<file path="config.mk">
export PLATFORM = sky130hd
export DESIGN_NAME = fir4x_serializer
export DESIGN_NICKNAME = d
export VERILOG_FILES = /design/src/rtl/fir4x_serializer.sv
export SDC_FILE = /design/constraint.sdc
export NUM_CORES = 1
export LEC_CHECK = 0
export CAP_MARGIN = 0
export CORE_MARGIN = 1.5
export CORE_UTILIZATION = 45
export DETAILED_ROUTE_END_ITERATION = 10
export PLACE_DENSITY = 0.69
export SKIP_CTS_REPAIR_TIMING = 1
export SLEW_MARGIN = 20
export SYNTH_ARGS = -nofsm -noshare
export SYNTH_HDL_FRONTEND = slang
export SYNTH_SLANG_ARGS = --single-unit
</file>
<file path="constraint.sdc">
create_clock -name clk -period 9.1 [get_ports clk]
set_input_delay 1.365 -clock clk [delete_from_list [all_inputs] [get_ports clk]]
set_output_delay 1.365 -clock clk [all_outputs]
set_load 0.1 [all_outputs]
</file>
<file path="src/rtl/fir4x_serializer.sv">
// Buffers 4-sample FIR output blocks and serializes them onto a valid/ready stream; first sample
// appears one clock after capture, out_data holds under backpressure, and blocks arriving while full are dropped.
module fir4x_serializer #(
   parameter int LAT   = 4,
   parameter int DEPTH = 2
) (
   input  logic                   clk,
   input  logic                   reset,
   input  logic                   blk_in_valid,
   input  logic signed [31:0]     y4k,
   input  logic signed [31:0]     y4k1,
   input  logic signed [31:0]     y4k2,
   input  logic signed [31:0]     y4k3,
   output logic                   out_valid,
   input  logic                   out_ready,
   output logic signed [31:0]     out_data,
   output logic [1:0]             out_idx,
   output logic [$clog2(DEPTH):0] level,
   output logic                   overflow
);
   localparam int PW = $clog2(DEPTH);
   localparam int LW = PW + 1;

   logic [LAT-1:0]     vdly;
   logic               cap_valid;
   logic               full;
   logic               hs;
   logic               pop;
   logic               wr;
   logic [PW-1:0]      wr_ptr;
   logic [PW-1:0]      rd_ptr;
   logic signed [31:0] mem [DEPTH][4];

   assign cap_valid = vdly[LAT-1];
   assign full      = (level == LW'(DEPTH));
   assign out_valid = (level != '0);
   assign hs        = out_valid & out_ready;
   assign pop       = hs & (out_idx == 2'd3);
   // A pop in the same cycle frees the slot being read, so a full buffer still accepts the block.
   assign wr        = cap_valid & (~full | pop);
   assign out_data  = out_valid ? mem[rd_ptr][out_idx] : '0;

   always_ff @(posedge clk or posedge reset) begin
      if (reset) begin
         vdly     <= '0;
         wr_ptr   <= '0;
         rd_ptr   <= '0;
         out_idx  <= '0;
         level    <= '0;
         overflow <= 1'b0;
      end else begin
         vdly[0] <= blk_in_valid;
         for (int i = 1; i < LAT; i++) begin
            vdly[i] <= vdly[i-1];
         end
         if (wr) begin
            wr_ptr <= wr_ptr + PW'(1);
         end
         if (pop) begin
            rd_ptr <= rd_ptr + PW'(1);
         end
         if (hs) begin
            out_idx <= out_idx + 2'd1;
         end
         if (wr && !pop) begin
            level <= level + LW'(1);
         end else if (pop && !wr) begin
            level <= level - LW'(1);
         end
         if (cap_valid && full && !pop) begin
            overflow <= 1'b1;
         end
      end
   end

   always_ff @(posedge clk) begin
      if (wr) begin
         mem[wr_ptr][0] <= y4k;
         mem[wr_ptr][1] <= y4k1;
         mem[wr_ptr][2] <= y4k2;
         mem[wr_ptr][3] <= y4k3;
      end
   end

endmodule

</file>
==> metrics.md <==
| Metric | Value |
|---|---|
| Initial antenna violation count | `2` |
| Core region area | `0.0233 mm^2` |
| CP max FO | `77` |
| Mean Syn Cell Area | `18.2 um^2` |
| Max Freq | `174 MHz` |
| CP max stage delay | `1.20 ns` |
| Leading area contributor after synthesis | `edfxtp_1` |
| Initial DRC count | `305` |
| Pre-antenna DRT Iters | `4` |
| Largest net degree at the start of global routing | `86` |
| Worst Path Arrival | `4.38 ns` |
| TNS Setup | `0 ns` |
| Vias/cell | `5.27` |
| Hold_ws | `0.351 ns` |
| Layout cells sized above 1 | `22.0%` |
| WL/cell | `20.1 um` |
| # fillers | `1805` |
| DRC Markers | `0` |
| Worst Min Path Start | `vdly[1]` |
| CP Cell Sequence | `buf_16, buf_4, mux2_2, o22ai_1, nor3_1, clkdlybuf4s50_1` |
| Ys Warns | `0` |
| Total gr overflow | `0` |
| Final setup viols | `0` |
| Syn_nets | `717` |
| Clock root buffer | `clkbuf_16` |
| Library cells used by synthesis | `29` |
| Number of global-route vias before repair | `5952` |
| Row Count | `56` |
| Async S/R FF share, synth | `4.12%` |
| Sequential share of the synthesized area | `75.0%` |
| Post-DP HPWL | `13.1 mm` |
| ANT cells | `0` |
| PortBufs | `169` |
| Antenna Violating Nets Remaining | `0` |
| Setup Skew | `0.0168 ns` |
| Worst-Margin Slew | `1.07 ns` |
| CP required | `7.74 ns` |
| First-pass GRT wire length | `32.8 mm` |
| Total GRT Usage | `17.7%` |
| CP max-delay cell | `clkdlybuf4s50_1` |
| H-tree levels | `1` |
| Register area | `0.00797 mm^2` |
| Post-Synthesis Cells | `583` |
| Worst skew pair latency | `0.54 ns` |
| Die height | `157 um` |
| Hold Crit Class | `flop to flop` |
| Hold Path Sink | `vdly[2]` |
| CTS tree | `yes` |
| RSZ-0062 raised after global routing | `false` |
| R2r startpoint | `out_idx[0]` |
| Final worst-path cycle share | `63.1%` |
| Synth area leaders | `edfxtp_1 72%, mux2_2 7.1%, mux2_4 4.2%` |
| Cell count of the worst hold path | `0` |
| CTS sink cnt | `267` |
| I/O pins | `170` |
| R2R depth | `5` |
| Die area | `0.0245 mm^2` |
| Area taken by multi-input logic gates | `0.00242 mm^2` |
| Max clock buf depth | `3` |
| Clock slew at reported path FFs | `0.06 ns` |
| DRT Wirelength | `21.9 mm` |
| Synth Cell Area | `0.0106 mm^2` |
| Register bit count reported by yosys | `267` |
| EDFF count, synth | `256` |
| Fin crit period | `5.74 ns` |
| Die width | `157 um` |
| Ys flop type | `edfxtp_1` |
| Placer Congestion | `0.710` |
| Max-Slew Margin vs Limit | `28.8%` |
| Max-cap violations | `0` |
| Total number of vias | `5758` |
| Final #Nets | `886` |
| Top-area cell type share of the netlist area | `72.4%` |
| Initial core utilization | `45.5%` |
| Final Max Tran Viols | `0` |
| Startpoint types | `flop` |
| Final Hold Viols | `0` |
| Status | `complete, no violations` |
| Layout Area Growth over Synthesis | `26.5%` |
| Reg-to-reg endpoint | `mem[1][6]` |
| Final Util | `57.5%` |
| CTS Buf Count | `28` |
| FF-to-FF setup slack | `5.82 ns` |
| Critical path type | `flop to output pin` |
| CP endpoint kind | `output pin` |
sequential cells by signal, indices dropped and copies added, names as in the netlist:
register / cells
mem: 256
level: 2
out_idx: 2
overflow: 1
rd_ptr: 1
wr_ptr: 1
vdly: 4
placed cells by master, fill, tap and decap left out, drive strengths merged, types with 2 or more instances in the layout:
cell / synthesis / layout
bufinv: 0 / 2
ha: 2 / 2
dfrtp: 11 / 11
o21ai: 32 / 32
clkbuf: 7 / 34
o22ai: 32 / 32
clkdlybuf4s50: 0 / 169
clkinvlp: 0 / 4
or2: 2 / 2
xnor2: 3 / 3
a211oi: 32 / 32
nand2: 3 / 3
edfxtp: 256 / 256
nor3: 32 / 32
clkinv: 0 / 12
nor2b: 33 / 33
buf: 28 / 5
xor2: 3 / 3
mux2: 97 / 97
inv: 3 / 3
nand2b: 2 / 2
kinds of logic after synthesis:
| group | share of synthesized area [%] |
|---|---|
| flops | 75.0 |
| compound gates | 6.16 |
| mux | 11.3 |
| simple gates | 4.41 |
| buf+inv | 2.35 |
| xor+xnor | 0.495 |
| fa+ha+maj | 0.236 |
through the flow:
step	setup WS, ns	cells	cell area [um^2]
finish	3.36	1093	13400
global placement	3.74	1040	12500
global route	3.12	1093	13400
CTS	3.10	1092	13400
floorplan	1.07	583	10600
detailed placement	3.70	1040	12500
per-layer routing:
layer	GRT usage, %	part of all wire (%)	up-vias
met3	4.96	7.7	41
met2	30.5	51	179
met5	0	0.10	-
met1	21.9	39	2890
met4	4.72	2.2	4
li1	-	-	2644
worst max-delay path: cells and delay by family, from the launching register on:
family                 cells  cell delay [ns]
buffers and inverters      3             2.30
AND/OR/NAND/NOR            1             0.32
flip-flops                 1             0.76
multiplexers               1             0.31
AO/OA/AOI/OAI              1             0.08
cell type report:
| cell class | count | share of cell area [%] |
|---|---|---|
| tap | 319 | 2.97 |
| clock inverter | 18 | 1.15 |
| clock buffer | 34 | 5.39 |
| inverter | 3 | 0.0839 |
| sequential | 267 | 59.3 |
| multi-input combinational | 278 | 18.0 |
| timing repair buffer | 174 | 13.0 |
cells in the mapped netlist (10+ instances only):
master,number
dfrtp_1,11
a211oi_1,32
buf_2,13
nor3_2,10
o21ai_1,22
edfxtp_1,256
nor3_1,22
mux2_2,67
mux2_4,30
o22ai_1,32
o21ai_2,10
nor2b_1,33
how the worst max path moves through the flow:
stage               from           end  slack [ns]  cells after the start
2_1_floorplan  out_ready     mem[0][0]        1.07                      3
4_1_cts           rd_ptr  out_data[24]        3.10                      5
3_3_place_gp      rd_ptr   out_data[6]        3.74                      5
5_1_grt           rd_ptr  out_data[23]        3.12                      6
6_report          rd_ptr  out_data[23]        3.36                      6
3_5_place_dp      rd_ptr   out_data[6]        3.70                      5
Power is left out: the tool's default activity adds up to more than one toggle a clock period on the data nets, which glitch-free logic cannot reach.
